===== src/rtl/mux_scan_n_to_1_pkg.sv =====
// Shared definitions for the scanning N-to-1 multiplexer.
// Optional feature macro used by this block: MUX_SCAN_WRAP_PULSE_EN.
package mux_pkg;

    typedef enum logic {
        MODE_MANUAL = 1'b0,
        MODE_SCAN   = 1'b1
    } mode_e;

    // $clog2 clamped to at least one bit so single-entry corners still elaborate
    function automatic int unsigned clog2_min1(input int unsigned n);
        return (n <= 2) ? 1 : $clog2(n);
    endfunction

endpackage


===== src/rtl/mux_scan_ctr.sv =====
// Scan channel/dwell counter for mux_scan_n_to_1.
// With MUX_SCAN_WRAP_PULSE_EN defined, also produces the one-cycle scan_wrap pulse.
module mux_scan_ctr
    import mux_pkg::*;
#(
    parameter int unsigned N_CH  = 8,
    parameter int unsigned DWELL = 4,
    parameter int unsigned SW    = 3
) (
    input  logic          clk,
    input  logic          rst_n,
    input  logic          scan_on,
    input  logic          entry,
    input  logic [SW-1:0] start_idx,
    output logic [SW-1:0] idx_cur
`ifdef MUX_SCAN_WRAP_PULSE_EN
    ,
    output logic          scan_wrap
`endif
);

    localparam int unsigned DW = clog2_min1(DWELL);
    localparam logic [DW-1:0] DLAST = DW'(DWELL - 1);
    localparam logic [SW-1:0] ILAST = SW'(N_CH - 1);

    logic [SW-1:0] idx;
    logic [DW-1:0] dcnt;
    logic [DW-1:0] dcnt_cur;

    // The entry edge is itself the first dwell cycle: it uses the reloaded
    // index and a zero dwell count, then steps exactly like any other edge.
    always_comb begin
        idx_cur  = entry ? start_idx : idx;
        dcnt_cur = entry ? '0 : dcnt;
    end

    // Advance dwell count and channel index on enabled scan edges only
    always_ff @(posedge clk) begin
        if (!rst_n) begin
            idx  <= '0;
            dcnt <= '0;
        end else if (scan_on) begin
            if (dcnt_cur == DLAST) begin
                dcnt <= '0;
                idx  <= (idx_cur == ILAST) ? '0 : idx_cur + 1'b1;
            end else begin
                dcnt <= dcnt_cur + 1'b1;
                idx  <= idx_cur;
            end
        end
    end

`ifdef MUX_SCAN_WRAP_PULSE_EN
    // Pulse alongside the first output cycle of channel 0 reached by wrapping
    always_ff @(posedge clk) begin
        if (!rst_n) begin
            scan_wrap <= 1'b0;
        end else begin
            scan_wrap <= scan_on && !entry && (idx == '0) && (dcnt == '0);
        end
    end
`endif

endmodule


===== src/rtl/mux_scan_n_to_1.sv =====
// Registered N-to-1 multiplexer with manual select and timed channel scan.
// Optional feature macro: MUX_SCAN_WRAP_PULSE_EN (adds scan_wrap output).
module mux_scan_n_to_1
    import mux_pkg::*;
#(
    parameter  int unsigned N_CH  = 8,
    parameter  int unsigned W     = 8,
    parameter  int unsigned DWELL = 4,
    localparam int unsigned SW    = clog2_min1(N_CH)
) (
    input  logic            clk,
    input  logic            rst_n,
    input  logic [N_CH*W-1:0] X,
    input  logic [SW-1:0]   S,
    input  logic            mode,
    input  logic            en,
    output logic [W-1:0]    Y,
    output logic            Y_valid,
    output logic [SW-1:0]   ch_out
`ifdef MUX_SCAN_WRAP_PULSE_EN
    ,
    output logic            scan_wrap
`endif
);

    localparam logic [SW:0] NCH_L = (SW + 1)'(N_CH);

    mode_e         mode_q;
    mode_e         mode_d;
    logic          scan_on;
    logic          entry;
    logic [SW-1:0] start_idx;
    logic [SW-1:0] scan_idx;
    logic [SW-1:0] sel;
    logic          sel_legal;
    logic [W-1:0]  ch_data [2**SW];

    // Mode state register; en=0 holds it
    always_ff @(posedge clk) begin
        if (!rst_n) begin
            mode_q <= MODE_MANUAL;
        end else begin
            mode_q <= mode_d;
        end
    end

    // Next mode follows the mode input on enabled edges
    always_comb begin
        mode_d = mode_q;
        if (en) begin
            mode_d = mode ? MODE_SCAN : MODE_MANUAL;
        end
    end

    // Scan control and channel selection for the current edge
    always_comb begin
        scan_on   = en && mode;
        entry     = scan_on && (mode_q == MODE_MANUAL);
        start_idx = ({1'b0, S} < NCH_L) ? S : '0;
        sel       = scan_on ? scan_idx : S;
        sel_legal = ({1'b0, sel} < NCH_L);
    end

    // Unpack channels; slots past N_CH read as zero
    always_comb begin
        for (int unsigned k = 0; k < 2**SW; k++) begin
            ch_data[k] = '0;
        end
        for (int unsigned k = 0; k < N_CH; k++) begin
            ch_data[k] = X[k*W +: W];
        end
    end

    mux_scan_ctr #(
        .N_CH  (N_CH),
        .DWELL (DWELL),
        .SW    (SW)
    ) u_ctr (
        .clk       (clk),
        .rst_n     (rst_n),
        .scan_on   (scan_on),
        .entry     (entry),
        .start_idx (start_idx),
        .idx_cur   (scan_idx)
`ifdef MUX_SCAN_WRAP_PULSE_EN
        ,
        .scan_wrap (scan_wrap)
`endif
    );

    // Registered output slice; illegal selects yield zero and no valid
    always_ff @(posedge clk) begin
        if (!rst_n) begin
            Y       <= '0;
            Y_valid <= 1'b0;
            ch_out  <= '0;
        end else if (en) begin
            Y       <= sel_legal ? ch_data[sel] : '0;
            Y_valid <= sel_legal;
            ch_out  <= sel;
        end else begin
            Y_valid <= 1'b0;
        end
    end

endmodule

===== config.mk =====
export PLATFORM = sky130hd
export DESIGN_NAME = mux_scan_n_to_1
export DESIGN_NICKNAME = d
export VERILOG_FILES = /design/src/rtl/mux_scan_n_to_1_pkg.sv /design/src/rtl/mux_scan_ctr.sv /design/src/rtl/mux_scan_n_to_1.sv
export SDC_FILE = /design/constraint.sdc
export NUM_CORES = 1
export LEC_CHECK = 0
export CAP_MARGIN = 10
export CORE_MARGIN = 1
export CORE_UTILIZATION = 39
export CTS_BUF_LIST = sky130_fd_sc_hd__clkbuf_4 sky130_fd_sc_hd__clkbuf_8
export DETAILED_ROUTE_END_ITERATION = 8
export PLACE_DENSITY = 0.78
export SKIP_LAST_GASP = 1
export SLEW_MARGIN = 20
export SYNTH_ARGS = -nofsm -noshare
export SYNTH_HDL_FRONTEND = slang
export SYNTH_SLANG_ARGS = --single-unit
export TNS_END_PERCENT = 1

===== constraint.sdc =====
create_clock -name clk -period 2.2 [get_ports clk]
set_clock_uncertainty 0.2 [all_clocks]
set_input_delay 0.44 -clock clk [delete_from_list [all_inputs] [get_ports clk]]
set_output_delay 0.44 -clock clk [all_outputs]
set_load 0.01 [all_outputs]

## Word-level counts from Yosys, hierarchy flattened

Cells that the tools add are included.

- Register bits after elaboration: 18
- Input bits: 71
- Output and inout port bits: 12
- Logic and storage cells: 26

- $add $sub $neg: 2
- $lt $le $gt $ge: 1
- Eq/ne operators: 2
- Mux-type cells: 11
- Bitwise logic cells: 2
- Reduce and logical (&&, ||, !) cells: 2

Operators with widths:

| cell | count |
|---|---|
| 8-bit binary-select mux with 3-bit select | 1 |
| 8-bit two-way mux | 2 |
| 3-bit two-way mux | 4 |
| 4-bit >= comparator, second input constant | 1 |
| 2-bit two-way mux | 2 |
| 3-bit NOT with 4-bit output | 1 |
| 3-bit by 1-bit adder with 3-bit output, second input constant | 1 |
| 3-bit equality test, second input constant | 1 |
| 2-bit by 1-bit adder with 2-bit output, second input constant | 1 |
| 2-bit equality test, second input constant | 1 |
| 1-bit logical AND | 2 |
| 1-bit two-way mux | 2 |
| 1-bit NOT | 1 |

## Longest topological paths before layout

- Depth after elaboration: 8
- Depth in mapped cells: 11
- Mapped depth without buffers: 10

## Modules after synthesis

A second synthesis with hierarchy kept.

- Cell total of the unflattened synthesis: 158
- Area total of the unflattened synthesis: 1455.1 um^2

By module, submodules not included:

| module | instances | cells an instance | area an instance (um^2) | sequential area each (um^2) |
|---|---|---|---|---|
| mux_scan_n_to_1 | 1 | 126 | 1131.1 | 260.2 |
| mux_scan_ctr | 1 | 32 | 324.1 | 100.1 |

## Least setup slack after synthesis

Ideal clock, no wire load.

- Path kind: input -> register
- Start: input port en
- End: register u_ctr.idx[1]
- Library setup time: 120 ps
- Arrival: 1825 ps
- Required time: 1880 ps
- Setup slack: 55 ps
- Stages: 8
- Buffers on the path: 1
- Cell sequence: buf_2 nand2_1 nor2_1 mux2_2 ha_1 nand2b_1 o211ai_1 a21boi_1

- Longest elaborated chain between the ends: 6
- Elaborated cells on any way between the ends: 9
- Classes of those cells: 1 x add/sub; 2 x eq/ne; 4 x mux; 2 x reduce/logical

RTL lines:

| element | line | source |
|---|---|---|
| from (decl) | mux_scan_n_to_1.sv:16 | `input logic en,` |
| 1-bit logical AND * | mux_scan_n_to_1.sv:57 | `scan_on = en && mode;` |
| 1-bit logical AND | mux_scan_n_to_1.sv:58 | `entry = scan_on && (mode_q == MODE_MANUAL);` |
| 3-bit two-way mux | mux_scan_ctr.sv:33 | `idx_cur = entry ? start_idx : idx;` |
| 3-bit by 1-bit adder with 3-bit output or 3-bit equality test (tied branches) | mux_scan_ctr.sv:45 | `idx <= (idx_cur == ILAST) ? '0 : idx_cur + 1'b1;` |
| 3-bit two-way mux | mux_scan_ctr.sv:45 |  |
| 3-bit two-way mux | mux_scan_ctr.sv:43 | `if (dcnt_cur == DLAST) begin` |
| to (signal assigned) | mux_scan_ctr.sv:45 |  |
| to (signal assigned) | mux_scan_ctr.sv:48 | `idx <= idx_cur;` |
| to (decl) | mux_scan_ctr.sv:26 | `logic [SW-1:0] idx;` |

Every way passes the cells marked *; elsewhere a longest branch is shown, timed or not.
A chain may end at the register's enable or synchronous reset.

## Worst setup path after layout

- Start: register mode_q
- End: register Y[1]

- Longest elaborated chain between the ends: 8

RTL lines:

| element | line | source |
|---|---|---|
| from (decl) | mux_scan_n_to_1.sv:28 | `mode_e mode_q;` |
| from (signal assigned) | mux_scan_n_to_1.sv:43 | `mode_q <= mode_d;` |
| 1-bit NOT | mux_scan_n_to_1.sv:58 |  |
| 1-bit logical AND | mux_scan_n_to_1.sv:58 |  |
| 3-bit two-way mux | mux_scan_ctr.sv:33 |  |
| 3-bit two-way mux | mux_scan_n_to_1.sv:60 | `sel = scan_on ? scan_idx : S;` |
| 3-bit NOT with 4-bit output (implied by the code) | mux_scan_n_to_1.sv:98 | `Y <= sel_legal ? ch_data[sel] : '0;` |
| 8-bit binary-select mux with 3-bit select | mux_scan_n_to_1.sv:98 |  |
| 8-bit two-way mux (implied by the code) (2 in series) | mux_scan_n_to_1.sv:98 |  |
| to (signal assigned) | mux_scan_n_to_1.sv:98 |  |
| to (decl) | mux_scan_n_to_1.sv:17 | `output logic [W-1:0] Y,` |

Every way passes these cells. The select of a mux whose other input is x is not followed.

==> results.md <==
- Slew Viols, Final: 0
- Drc violations: 8
- Clock transition at the registers of the reported paths: 0.08 ns
- Max-cap violations: 0
- Drt first-iter violations: approximately 160
- IO buf count: 82
- Starting Density: 0.419
- CP max stage cell: dfxtp_1
- Yosys top cell by area: mux2i_1
- CP Cell Sequence: nand3_4 > mux2i_4 > buf_6 > mux2i_1 > o2bb2ai_1 > o31a_1
- Routed vias/inst: 5.37
- Critical Path RT: ~2.2 ns
- Vias: 2077
- Largest stage delay, worst path: 0.61 ns
- CP endpoint kind: flop
- Failing checks: DRC
- Ports: 83
- Sequential area share after synthesis: 0.192
- R2r startpoint: mode_q
- Layout Nets: 409
- Post-CTS setup buffers: 0
- Die Ht: 71.3 um
- DIE WIDTH: roughly 70 um
- Max Fanout on Critical Path: 11
- Status: finished with violations
- H-Tree Depth: 1
- Post-Place Cell Area: 2880 um2
- DR WL/cell: around 15 um
- CTS Buf Count: 3
- Largest net degree at the start of global routing: 22
- Synth unique cells: 35
- RSZ-0062 raised after global routing: yes
- Power, Total: 1.10 mW
- Post-route antenna net violation count: 0
- Post-DP HPWL: 4340 um
- HP Start: u_ctr.dcnt[1]
- Layout cells sized above 1: 0.122
- Die Area: 5080 um2
- Power Density: 370 nW/um2
- TritonCTS clock tree: yes
- Max Root-Sink Buffers: 2
- Slew of the pin with the lowest slew margin: 0.457 ns
- Critical path launch point: mode_q
- Global route total overflow: 0
- Core area: between 4000 and 5000 um2
- Hold/Removal Path Class: flop to flop
- Fin crit period: about 2.1 ns
- Critical path arrival: 2.04 ns
- Worst skew pair latency: 0.26 ns
- Top-area cell type share of the netlist area: 0.299
- WL final: 5760 um
- Ys Warns: 0
- Placer Congestion: about 0.84
- GRT Total Usage: 0.225
- FMAX: roughly 0.48 GHz
- Area growth, synth to finish: 58.6%
- Slew HR: 0.695
- Post-synthesis sequential element count: 18
- Cts hold-fix bufs: 0
- Setup Viol. Count Final: 0
- Cell area after synthesis: around 1900 um2
- DR pass1 iterations: 8
- Hold Fails Final Rpt: 0
- Synth area leaders: mux2i_1 30%, dfxtp_1 19%, nand2_1 11%
- Crit Path Class: flop to flop
- Global-route wire length before repair: 9200 um
- Final period util: 0.952
- Peak supply drop: approximately 0.00045 V
- Root Driver: clkbuf_8
- Gate Count Post-Synth: between 200 and 250
- Lkg Pwr: ~1.3 nW
- # diodes: 0
- Syn_nets: about 310
- Finished Cell Area: approximately 3000 um2
- Initial antenna violation count: 0
- Crit start category: flop
- Syn Area/Cell: a little under 8 um2
- Clk sinks: 18
- Number of global-route vias before repair: around 2000
- Row count: 24
==> worst max-delay path: cells and delay by family, from the launching register on <==
kind / cells / cell delay [ns]
flip-flops: 1 / 0.61
multiplexers: 2 / 0.45
AND/OR/NAND/NOR: 1 / 0.16
AO/OA/AOI/OAI: 2 / 0.40
buffers and inverters: 1 / 0.17
==> cells by family after synthesis <==
kind of cell / share of synthesized area
buffers and inverters: 0.0594
AND/OR/NAND/NOR: 0.236
multiplexers: 0.325
AO/OA/AOI/OAI: 0.174
adder cells (fa/ha/maj): 0.0134
flip-flops: 0.192
==> cell usage after synthesis <==
cell	number
a21boi_0	2
a21boi_1	3
a21o_1	2
a21oi_1	9
a32o_1	5
a32oi_1	1
and2_1	5
and3_1	2
buf_1	1
buf_2	8
buf_4	4
buf_6	2
clkbuf_1	3
dfxtp_1	18
ha_1	2
inv_1	1
mux2_2	1
mux2_4	1
mux2i_1	56
mux2i_4	1
nand2_1	55
nand2b_1	3
nand3_1	18
nand3_4	1
nor2_1	10
nor2b_1	1
o211a_1	4
o211ai_1	1
o21ai_0	3
o21ai_1	2
o2bb2ai_1	3
o31a_1	8
or2_1	1
or2_4	1
or3_1	1
==> path summary, 6_finish.rpt <==
check / slack (ns) / cells past startpoint / end
max: 0.11 / 6 / Y[1]
min: 0.26 / 2 / u_ctr.dcnt[1]
max reg2reg: 0.11 / 6 / Y[1]
min reg2reg: 0.26 / 2 / u_ctr.dcnt[1]
==> report_power, final <==
group,internal (mW),switching (mW)
registers,0.348,0.0188
logic,0.274,0.176
clock network,0.159,0.122
total,0.781,0.317
==> cells in the final DEF, fill, tap and decap left out, types with 3 or more instances in the layout <==
cell type / count
clkdlybuf4s50_1: 79
mux2i_1: 55
nand2b_1: 3
a21oi_1: 8
nand2_1: 55
clkbuf_8: 4
buf_4: 24
nand3_1: 18
nor2_1: 8
o21ai_0: 3
a21boi_1: 3
o2bb2ai_1: 3
o211a_1: 4
a32o_1: 5
o31a_1: 8
and2_1: 5
dfxtp_1: 18
==> state kept, by name, indices dropped and copies added, names as in the netlist <==
register    cells
Y               8
u_ctr.idx       3
Y_valid         1
mode_q          1
ch_out          3
u_ctr.dcnt      2
==> layout make-up <==
cell class,instances,area (um2)
timing repair buffer,110,1060
clock buffer,4,55.1
tap,52,65.1
sequential,18,360
multi-input combinational,202,1420
inverter,1,3.75
fill,388,1500
==> repair_timing <==
action / CTS / global route
cloned: 1 / 0
resized for setup: 10 / 1
endpoints found under the setup margin: 10 / 7
==> routing by layer <==
metal	global-route usage	vias up	share of wire
met4	0.0267	0	0.011
met5	0	-	0
met1	0.268	967	0.44
li1	-	1052	-
met2	0.431	52	0.50
met3	0.0394	6	0.052
==> per-stage QoR <==
stage / hold slack [ns] / setup WS (ns) / util / setup TNS [ns] / cells
2_1_floorplan: 0.239 / 0.0545 / - / 0 / 239
5_1_grt: 0.287 / -0.0382 / 0.664 / -0.0382 / 387
4_1_cts: 0.264 / 0.0589 / 0.663 / 0 / 387
3_3_place_gp: 0.247 / -0.298 / 0.643 / -2.92 / 382
6_report: 0.261 / 0.106 / 0.664 / 0 / 387
3_5_place_dp: 0.254 / -0.348 / 0.643 / -3.41 / 382
Power figures use the tool's default switching activity.
